`config.mk`:
```
export PLATFORM = sky130hd
export DESIGN_NAME = addsub_accum_ctrl
export DESIGN_NICKNAME = d
export VERILOG_FILES = /design/src/rtl/addsub_accum_ctrl.sv
export SDC_FILE = /design/constraint.sdc
export NUM_CORES = 1
export LEC_CHECK = 0
export BUFFER_PORTS_ARGS = -buffer_cell sky130_fd_sc_hd__buf_2
export CAP_MARGIN = 30
export CORE_AREA = 3 3 52 54
export DETAILED_ROUTE_END_ITERATION = 16
export DIE_AREA = 0 0 55 57
export SLEW_MARGIN = 20
export SYNTH_ARGS = -nofsm -noshare
export SYNTH_HDL_FRONTEND = slang
export SYNTH_SLANG_ARGS = --single-unit
```
`constraint.sdc`:
```
create_clock -name clk -period 4.3 [get_ports clk]
set_clock_uncertainty 0.15 [all_clocks]
set_input_delay 0.215 -clock clk [delete_from_list [all_inputs] [get_ports clk]]
set_output_delay 0.215 -clock clk [all_outputs]
set_load 0.03 [all_outputs]
```
`src/rtl/addsub_accum_ctrl.sv`:
```
// addsub_accum_ctrl: sequences a job of signed add/sub operands into a running accumulator with sticky overflow.
// Optional ACCUM_SAT_EN macro saturates the accumulator on step overflow instead of wrapping.
module addsub_accum_ctrl #(
  parameter int WIDTH   = 4,
  parameter int MAX_OPS = 8
) (
  input  logic             clk,
  input  logic             rst_n,
  input  logic             start,
  input  logic [3:0]       num_ops,
  input  logic             in_valid,
  input  logic [WIDTH-1:0] in_data,
  input  logic             in_sub,
  output logic             in_ready,
  output logic             busy,
  output logic             done,
  output logic [WIDTH-1:0] result,
  output logic             ovf,
  output logic [3:0]       ops_left
);
  typedef enum logic [1:0] {IDLE, ACCUM, DONE} state_t;
  state_t state, state_nx;
  logic [WIDTH-1:0] s, nxt;
  logic [3:0] n;
  logic step_ovf, xfer;
  assign n = num_ops > 4'(MAX_OPS) ? 4'(MAX_OPS) : num_ops;
  assign in_ready = state == ACCUM;
  assign busy = state != IDLE;
  assign done = state == DONE;
  always_comb begin
    xfer = in_ready && in_valid;
    s = in_sub ? result - in_data : result + in_data;
    step_ovf = (in_sub ? result[WIDTH-1] != in_data[WIDTH-1] : result[WIDTH-1] == in_data[WIDTH-1])
               && s[WIDTH-1] != result[WIDTH-1];
`ifdef ACCUM_SAT_EN
    // on overflow the true sum always carries the accumulator's sign
    nxt = step_ovf ? (result[WIDTH-1] ? {1'b1, {(WIDTH-1){1'b0}}} : {1'b0, {(WIDTH-1){1'b1}}}) : s;
`else
    nxt = s;
`endif
    state_nx = state == IDLE  ? (start ? (n == 4'd0 ? DONE : ACCUM) : IDLE) :
               state == ACCUM ? (xfer && ops_left == 4'd1 ? DONE : ACCUM) : IDLE;
  end
  always_ff @(posedge clk or negedge rst_n)
    if (!rst_n) begin
      state <= IDLE;
      result <= '0;
      ovf <= 1'b0;
      ops_left <= '0;
    end else begin
      state <= state_nx;
      if (state == IDLE && start) begin
        result <= '0;
        ovf <= 1'b0;
        ops_left <= n;
      end else if (xfer) begin
        result <= nxt;
        ovf <= ovf | step_ovf;
        ops_left <= ops_left - 4'd1;
      end
    end
endmodule

```
==> results_tabular.tex <==
\begin{tabular}{lr}
\hline
Metric & Value \\
\hline
\multicolumn{2}{l}{\textbf{Critical path}} \\
Destination of the worst register-to-register timing path & ovf \\
Worst path cell trace & buf\_2 -> inv\_1 -> ha\_1 -> nor2\_1 -> xnor2\_1 -> ha\_1 -> a21oi\_1 -> a21oi\_1 -> mux2\_4 -> a22o\_1 \\
Crit path kind & primary input to register \\
Count of buffer and inverter cells on the critical path & 2 \\
Critical path peak fanout & 4 \\
Arrival time of data at the critical path endpoint & 1.92 ns \\
Startpoint of the worst register-to-register path & result[2] \\
Data required time of the worst path & 4.31 ns \\
Cell family with most CP delay & compound AO/OA/AOI/OAI gates \\
Stages on worst setup path & 10 \\
R2R cell count & 5 \\
Register-to-register setup slack & 2.52 ns \\
Category of the worst setup path launch point & primary input \\
Critical Path Sink Type & register \\
Critical Path Max Stage Delay & 0.29 ns \\
CP max-delay cell & mux2\_4 \\
\multicolumn{2}{l}{\textbf{Clocking}} \\
Maximum level of the CTS H-tree & 1 \\
Number of buffers added by the clock tree synthesis step & 3 \\
Post-CTS repair timing setup buffer count & 0 \\
Number of gates resized after CTS & 0 \\
Root buffer cell & clkbuf\_4 \\
Clock slew at the register clock pins of the worst setup and hold paths & 0.07 ns \\
Clock tree from TritonCTS & built \\
TritonCTS sink count & 11 \\
Skew-Pair Late Insertion Delay & 0.27 ns \\
CTS Hold Bufs & 1 \\
Max clock buf depth & 2 \\
\multicolumn{2}{l}{\textbf{Drt}} \\
WL/cell & 12.7 um \\
Number of design-rule violations left by the first detailed-router iteration & 6 \\
Average vias per placed instance & 5.03 \\
Via Count & 689 \\
DRC violations left & 0 \\
DRT antenna net count & 0 \\
Total length of routed wires & 1750 um \\
First-pass iteration count of the detailed router & 4 \\
\multicolumn{2}{l}{\textbf{Hold path}} \\
Worst hold endpoint & ops\_left[2] \\
Min-delay worst type & primary input to register \\
Origin of the worst min-delay path & num\_ops[2] \\
Count of cells along the worst hold path & 3 \\
\multicolumn{2}{l}{\textbf{Global route}} \\
Pin count of the biggest net entering global routing & 12 \\
Antenna violations before repair & 0 \\
Number of global-route vias before repair & 683 \\
Aggregate global-route resource usage & 12.7\% \\
Overflow left after global routing & 0 \\
First-pass GRT wire length & 2930 um \\
\multicolumn{2}{l}{\textbf{STA}} \\
Upper clock frequency limit & 526 MHz \\
Final setup violation count & 0 \\
Normalized max-slew margin & 66.7\% \\
Final-report max-slew violation count & 0 \\
Actual transition at the worst max-transition pin & 0.494 ns \\
Total count of hold-check failures in the final report & 0 \\
Final-layout setup total negative slack & 0 ns \\
Final period utilization & 44.2\% \\
Final Critical Period & 1.90 ns \\
Setup repair after global routing missed its margin & false \\
\multicolumn{2}{l}{\textbf{Cells and area}} \\
Final nets & 130 \\
Most frequent cells in the layout & 24 x buf\_2, 11 x dfrtp\_1, 7 x inv\_1, 7 x nor2\_1, 7 x nand2\_1 \\
Most frequent standard cell in the layout excluding fill and tap cells & buf\_2 \\
Synth-to-layout area growth & 24.0\% \\
Diode insertion count for antenna repair & 0 \\
Fraction of the core area covered by cells at the end of the flow & 42.7\% \\
Share of cells above drive strength 1 & 30.3\% \\
\multicolumn{2}{l}{\textbf{Floorplan}} \\
Chip Height & 57 um \\
Number of top-level pins & 25 \\
Site row count & 17 \\
Placeable Area & 0.00225 mm2 \\
Full die area & 0.00314 mm2 \\
Initial core utilization & 34.5\% \\
Die X & 55 um \\
\multicolumn{2}{l}{\textbf{Synthesis}} \\
Post-Syn Area per Cell & 9.59 um2 \\
FF+latch count, synth & 11 \\
Synthesized netlist cell count & 81 \\
Number of warnings issued by yosys & 0 \\
Seq/Total Area, Yosys & 35.4\% \\
Syn Nets & 101 \\
Number of different library cells in the post-synthesis netlist & 31 \\
Cell Area, Synth & 777 um2 \\
\multicolumn{2}{l}{\textbf{Placed design}} \\
DP HPWL & 1400 um \\
Routability Congestion & 0.755 \\
Count of input and output buffers & 24 \\
\multicolumn{2}{l}{\textbf{Run status}} \\
Result of the run & complete, no violations \\
\multicolumn{2}{l}{\textbf{Power and ir drop}} \\
Leakage power figure & 0.468 nW \\
Power Density & 684 mW/mm2 \\
Worst-case vdd ir drop & 0.274 mV \\
\multicolumn{2}{l}{\textbf{Flow run}} \\
Max Cap Violations & 0 \\
\hline
\end{tabular}
[synthesized netlist by cell type]
library cell,count,area (um2)
nand2_1,7,26.3
xor2_1,2,17.5
o21ai_0,5,25.0
nor2_1,7,26.3
mux2i_1,2,20.0
nor3b_2,1,12.5
a2bb2oi_2,1,15.0
and2_2,1,7.51
and3_1,1,6.26
inv_1,7,26.3
dfrtp_1,11,275
and2b_2,1,8.76
nand3b_1,5,37.5
fa_1,1,20.0
mux2_4,1,15.0
a22o_1,2,17.5
a21oi_1,3,15.0
a211oi_2,1,12.5
nor4b_1,1,8.76
ha_1,6,75.1
and3b_1,1,8.76
nor4_1,1,6.26
a32o_1,1,10.0
xnor2_1,3,26.3
nor2b_1,2,12.5
o211ai_1,2,15.0
nand3_1,1,5.00
nor3_1,1,5.00
o2bb2ai_1,1,8.76
or3_1,1,6.26
buf_2,1,5.00
[area by class of cell]
class / count / area, um2
fillers: 247 / 1290
multi-input cells: 62 / 470
inverters: 7 / 26.3
flip-flops and latches: 11 / 275
clock buffers: 4 / 26.3
repair buffers: 25 / 130
well taps: 28 / 35.0
[routing by layer]
metal	global-route usage [%]	up-vias	routed length [um]
met2	18.2	19	804
met4	8.68	0	49
met1	16.8	323	799
met3	2.61	6	92
met5	0	-	0
li1	-	341	-
[logic make-up (layout without fill, tap and decap cells)]
kind of cell	Yosys count	after routing	share of synthesized area, %
simple gates	31	31	22.9
fa+ha+maj	7	7	12.2
xor+xnor	5	5	5.64
mux	3	3	4.51
flops	11	11	35.4
compound gates	16	16	15.3
buf+inv	8	36	4.03
[flip-flops by register name (all words and copies together), names as in the netlist]
register and count:
ops_left 4, result 4, ovf 1, state 2
[per-stage QoR]
stage | area (um2) | instances | total power [mW] | setup slack, ns | hold slack (ns)
after floorplan | 777 | 81 | 0.484 | 2.40 | -0.231
after global placement | 927 | 132 | 0.580 | 2.23 | -0.0499
after detailed placement | 927 | 132 | 0.591 | 2.12 | -0.0409
after CTS | 963 | 137 | 0.668 | 2.40 | 0.0412
after global routing | 963 | 137 | 0.723 | 2.27 | 0.0519
final | 963 | 137 | 0.659 | 2.40 | 0.0441
[report_power, final]
| part | switching (mW) | leakage (nW) | internal, mW |
|---|---|---|---|
| Combinational | 0.238 | 0.316 | 0.147 |
| Clock | 0.0376 | 0.0150 | 0.0359 |
| Sequential | 0.0512 | 0.137 | 0.150 |
[how the worst max path moves through the flow]
stage / startpoint / end / slack (ns)
global route: in_data[0] / ovf / 2.27
CTS: in_data[0] / ovf / 2.40
detailed placement: in_data[0] / ovf / 2.12
finish: in_data[0] / ovf / 2.40
global placement: in_data[0] / ovf / 2.23
floorplan: in_data[0] / ovf / 2.40
[worst min-delay path, cell delays in order]
cell      delay (ns)
buf_2           0.09
nand3b_1        0.07
o21ai_0         0.06
Power figures use the tool's default switching activity.
